## src/rtl/memory_cycle.sv

```systemverilog
// Memory stage: request/ack data-memory access with upstream stall and M/W register.
// Optional misaligned-access trap enabled by defining MEM_ALIGN_CHECK_EN.
module memory_cycle #(
  parameter int XLEN = 32,
  parameter int RDW  = 5
) (
  input  logic            clk,
  input  logic            rst,
  input  logic            RegWrite_M,
  input  logic            ResultSrc_M,
  input  logic            MemWrite_M,
  input  logic [XLEN-1:0] AluResult_M,
  input  logic [XLEN-1:0] WriteData_M,
  input  logic [RDW-1:0]  RD_M,
  input  logic [XLEN-1:0] PCPlus4_M,
  output logic            dmem_req,
  output logic            dmem_we,
  output logic [XLEN-1:0] dmem_addr,
  output logic [XLEN-1:0] dmem_wdata,
  input  logic [XLEN-1:0] dmem_rdata,
  input  logic            dmem_ack,
  output logic            Stall_M,
  output logic            RegWrite_W,
  output logic            ResultSrc_W,
  output logic [XLEN-1:0] AluResult_W,
  output logic [XLEN-1:0] ReadData_W,
  output logic [XLEN-1:0] PCPlus4_W,
  output logic [RDW-1:0]  RD_W,
  output logic            Misalign_W
);

  typedef enum logic {IDLE, BUSY} state_e;

  state_e            state_q, state_d;
  logic [XLEN-1:0]   addr_q, wdata_q;
  logic              we_q, load_q;
  logic              regwrite_q, resultsrc_q, misalign_q;
  logic [XLEN-1:0]   alu_q, rdata_q, pc4_q;
  logic [RDW-1:0]    rd_q;

  logic mem_op, is_load, misalign, issue;

  assign mem_op  = MemWrite_M | (ResultSrc_M & RegWrite_M);
  assign is_load = ResultSrc_M & RegWrite_M & ~MemWrite_M;

`ifdef MEM_ALIGN_CHECK_EN
  assign misalign = mem_op & (AluResult_M[1:0] != 2'b00);
`else
  assign misalign = 1'b0;
`endif

  assign issue = mem_op & ~misalign;

  // Ack only matters while an access is outstanding; in IDLE it is ignored.
  assign Stall_M = (state_q == IDLE) ? issue : ~dmem_ack;

  always_comb begin
    state_d = state_q;
    case (state_q)
      IDLE:    if (issue)    state_d = BUSY;
      BUSY:    if (dmem_ack) state_d = IDLE;
      default: state_d = IDLE;
    endcase
  end

  always_ff @(posedge clk) begin
    if (rst) begin
      state_q     <= IDLE;
      addr_q      <= '0;
      wdata_q     <= '0;
      we_q        <= 1'b0;
      load_q      <= 1'b0;
      regwrite_q  <= 1'b0;
      resultsrc_q <= 1'b0;
      misalign_q  <= 1'b0;
      alu_q       <= '0;
      rdata_q     <= '0;
      pc4_q       <= '0;
      rd_q        <= '0;
    end else begin
      state_q <= state_d;
      case (state_q)
        IDLE: begin
          if (issue) begin
            addr_q     <= AluResult_M;
            wdata_q    <= WriteData_M;
            we_q       <= MemWrite_M;
            load_q     <= is_load;
            regwrite_q <= 1'b0;
            misalign_q <= 1'b0;
          end else begin
            regwrite_q  <= RegWrite_M & ~misalign;
            misalign_q  <= misalign;
            resultsrc_q <= ResultSrc_M;
            alu_q       <= AluResult_M;
            pc4_q       <= PCPlus4_M;
            rd_q        <= RD_M;
          end
        end
        BUSY: begin
          misalign_q <= 1'b0;
          // M inputs are still frozen by the stall, so they describe this access.
          if (dmem_ack) begin
            regwrite_q  <= RegWrite_M;
            resultsrc_q <= ResultSrc_M;
            alu_q       <= AluResult_M;
            pc4_q       <= PCPlus4_M;
            rd_q        <= RD_M;
            if (load_q) rdata_q <= dmem_rdata;
          end else begin
            regwrite_q <= 1'b0;
          end
        end
        default: regwrite_q <= 1'b0;
      endcase
    end
  end

  assign dmem_req   = (state_q == BUSY);
  assign dmem_we    = (state_q == BUSY) & we_q;
  assign dmem_addr  = addr_q;
  assign dmem_wdata = wdata_q;

  assign RegWrite_W  = regwrite_q;
  assign ResultSrc_W = resultsrc_q;
  assign AluResult_W = alu_q;
  assign ReadData_W  = rdata_q;
  assign PCPlus4_W   = pc4_q;
  assign RD_W        = rd_q;
  assign Misalign_W  = misalign_q;

endmodule

```

## config.mk

```make
export PLATFORM = sky130hd
export DESIGN_NAME = memory_cycle
export DESIGN_NICKNAME = d
export VERILOG_FILES = /design/src/rtl/memory_cycle.sv
export SDC_FILE = /design/constraint.sdc
export NUM_CORES = 1
export LEC_CHECK = 0
export BUFFER_PORTS_ARGS = -buffer_cell sky130_fd_sc_hd__buf_4
export CORE_MARGIN = 5
export CORE_UTILIZATION = 23
export DETAILED_ROUTE_END_ITERATION = 7
export GPL_TIMING_DRIVEN = 0
export MAX_ROUTING_LAYER = met4
export SYNTH_ARGS = -nofsm -noshare
export SYNTH_HDL_FRONTEND = slang
export SYNTH_SLANG_ARGS = --single-unit
```

## constraint.sdc

```tcl
create_clock -name clk -period 1.7 [get_ports clk]
set_input_delay 0.34 -clock clk [delete_from_list [all_inputs] [get_ports clk]]
set_output_delay 0.34 -clock clk [all_outputs]
set_load 0.01 [all_outputs]
```

==> results.yml <==
global_route:
  initial_antenna_violation_count: 0
  globalRoute.totalOverflow: 0
  grt_pass1_wl_um: 36940
  pin_count_of_the_biggest_net_entering_global_routing: 17
  number_of_global_route_vias_before_repair: 6403
  gr-usage-all-layers: 0.1483
route:
  detail_route.wirelength_um: 24320
  antenna_violating_nets_post_route: 0
  num_vias: 6145
  post_drt_wl_per_cell_um: 17.18
  post-route-drc-count: 0
  avgViaCountPerCell: 4.343
  drtIter0Drc: 177
  drt_first_pass_iters: 5
floorplan:
  die_y_um: 180.7
  floorplan.io_pins: 310
  fp-row-count: 62
  core_sq_um: 28700
  design.die.area_sq_um: 32640
  die_width_um: 180.7
  start_util: 0.2334
sta:
  worst_slew_pin_slew_ns: 0.6203
  timing.final.crit_period_ns: 1.709
  post-route-worst-setup-slack_ns: -0.008902
  final_max_slew_viol_count: 0
  rsz0062_at_grt: "yes"
  final.period_utilization: 1.005
  finalSetupViolCount: 1
  worst_hold_slack_ns: 0.1695
  fmax_ghz: 0.5852
  slew-limit-headroom: 0.5865
  final-hold-violation-count: 0
  clock-skew-final_ns: 0.01173
cells_and_area:
  final_layout_size_suffix_gt1_frac: 0.3763
  multiInputGateArea_sq_um: 2801
  fin_util: 0.3534
  layout.cells.most_common: "sky130_fd_sc_hd__buf_4"
  area_delta_synth_final_pct: 51.42
  final_nets: 1158
  diodes: 0
  ff_latch_area_sq_um: 3407
  most-common-layout-cells: "315 x sky130_fd_sc_hd__buf_4, 173 x sky130_fd_sc_hd__nand2_1, 169 x sky130_fd_sc_hd__dfxtp_1"
  fillerInstances: 3038
setup_path:
  critical-path-top-cell-by-count: "sky130_fd_sc_hd__buf_6"
  cp_max_fo: 5
  crit_path_top_delay_cell: "sky130_fd_sc_hd__dfxtp_4"
  regToRegStartpoint: "dmem_req"
  cpPeakStageDelay_ns: 0.40
  worst-setup-path-type: "register to primary output"
  critPathCaptureType: "primary output"
  critPathLaunch: "dmem_req"
  worst_setup_path_start_kind: "register"
  crit_required_ns: 1.36
  cp_data_arrival_time_ns: 1.37
  cp_cell_sequence: "mux2i_1, buf_6, buf_12, buf_6"
synthesis:
  yosys.cell_types.count: 25
  synth_sequential_area_ratio: 0.5080
  postSynthRegisterBits: 170
  synthesis.yosys.warnings: 0
  gate_count_post_synth: 687
  netlist_area_sq_um: 6699
  mappedNetlistNets: 826
  synth_area_per_cell_sq_um: 9.751
placed_design:
  place_congestion: 0.8309
  detailedPlacementHpwl_um: 18550
  dp_worst_setup_slack_ns: -0.09058
  io_buffer_count: 307
power_and_ir_drop:
  total_power_of_the_final_layout_mw: 10.09
  p_leak_nw: 4.581
  max-vdd-ir-drop_mv: 0.5806
  power_per_cell_area_nw_per_um2: 994.6
min_path:
  timing.hold.worst.class: "input port to register"
  worst_hold_startpoint: "dmem_rdata[5]"
clocking:
  ctsRootBufferMaster: "sky130_fd_sc_hd__clkbuf_16"
  clkSlewWorstSetupHoldPaths_ns: 0.06
  cts_buffer_depth: 2
  clock_sinks: 170
  cts_tree: "built"
  cts.htree.levels: 4
  insertion_delay_ns: 0.42
  total_cts_buffers: 17
job:
  max_cap_violations: 0
run_status:
  failed_checks: "setup timing"
  outcome: "complete, but fails checks"
layer usage:
layer	global-route usage	up-vias	wire length [um]
li1	-	3023	-
met1	0.1688	2881	10300
met2	0.2496	211	11900
met3	0.04744	30	1572
met4	0.04507	0	546
met5	-	-	0
through the flow:
stage / area, sq um / TNS (ns) / instances
2_1_floorplan: 6699 / 0 / 687
3_3_place_gp: 9484 / -0.3064 / 1378
3_5_place_dp: 9484 / -0.4794 / 1378
4_1_cts: 10150 / -0.1207 / 1416
5_1_grt: 10140 / -0.07842 / 1415
6_report: 10140 / -0.008902 / 1415
synth_stat cells, drive strengths merged:
cell type / instances / area, sq um
o211a: 1 / 10.01
a31o: 63 / 551.8
nor4b: 32 / 280.3
or2: 1 / 6.260
clkinv: 1 / 5.000
o21ai: 2 / 10.01
nor2: 1 / 3.750
nand2b: 32 / 200.2
nand3: 1 / 5.000
and3: 1 / 6.260
buf: 39 / 382.9
and2: 2 / 12.51
dfxtp: 170 / 3403
nand2: 173 / 649.4
mux2i: 71 / 710.7
o211ai: 1 / 7.510
conb: 1 / 3.750
clkbuf: 29 / 108.9
a21oi: 34 / 173.9
nor3: 31 / 155.2
nor3b: 1 / 12.51
flip-flops by register name (all words and copies together) (netlist names), 5 cells and up:
name,count
AluResult_W,32
PCPlus4_W,32
dmem_wdata,32
RD_W,5
ReadData_W,32
dmem_addr,32
layout make-up:
cell class              instances  area share
multi-input cells             448      0.2762
well taps                     384     0.04737
flip-flops and latches        170      0.3359
clock inverters                12     0.01394
repair buffers                314      0.2331
clock buffers                  19     0.04367
plain buffers                  67     0.04934
inverters                       1   0.0004934
logic make-up after synthesis:
kind of cell | count (synthesis) | share of synthesized area
buffers and inverters | 69 | 0.07415
AND/OR/NAND/NOR | 275 | 0.1987
multiplexers | 71 | 0.1061
flip-flops | 170 | 0.5080
AO/OA/AOI/OAI | 101 | 0.1124
other | 1 | 0.0005598
repair_timing:
action / CTS / global route
hold buffers: 0 / 0
setup endpoints to repair: 2 / 3
cloned: 0 / 0
pin swaps: 1 / 0
setup buffers: 7 / 0
gates resized for setup: 9 / 3
path summary, 6_finish.rpt:
check / endpoint / cells past startpoint / slack, ns
setup reg to reg: PCPlus4_W[15] / 5 / 0.17
setup / recovery: Stall_M / 4 / -0.009
hold reg to reg: ReadData_W[11] / 2 / 0.46
hold / removal: ReadData_W[5] / 3 / 0.17
power by group:
group | total [mW] | switching (mW) | internal (mW)
Combinational | 1.77 | 0.838 | 0.927
Clock | 3.93 | 1.71 | 2.22
Sequential | 4.40 | 0.148 | 4.25
Total | 10.1 | 2.70 | 7.39
worst max-delay path: cells and delay by family, from the launching register on:
family,cells,cell delay [ns]
buffers and inverters,3,0.33
flip-flops,1,0.40
multiplexers,1,0.22
Note: power is estimated with default switching activity, not from simulation.
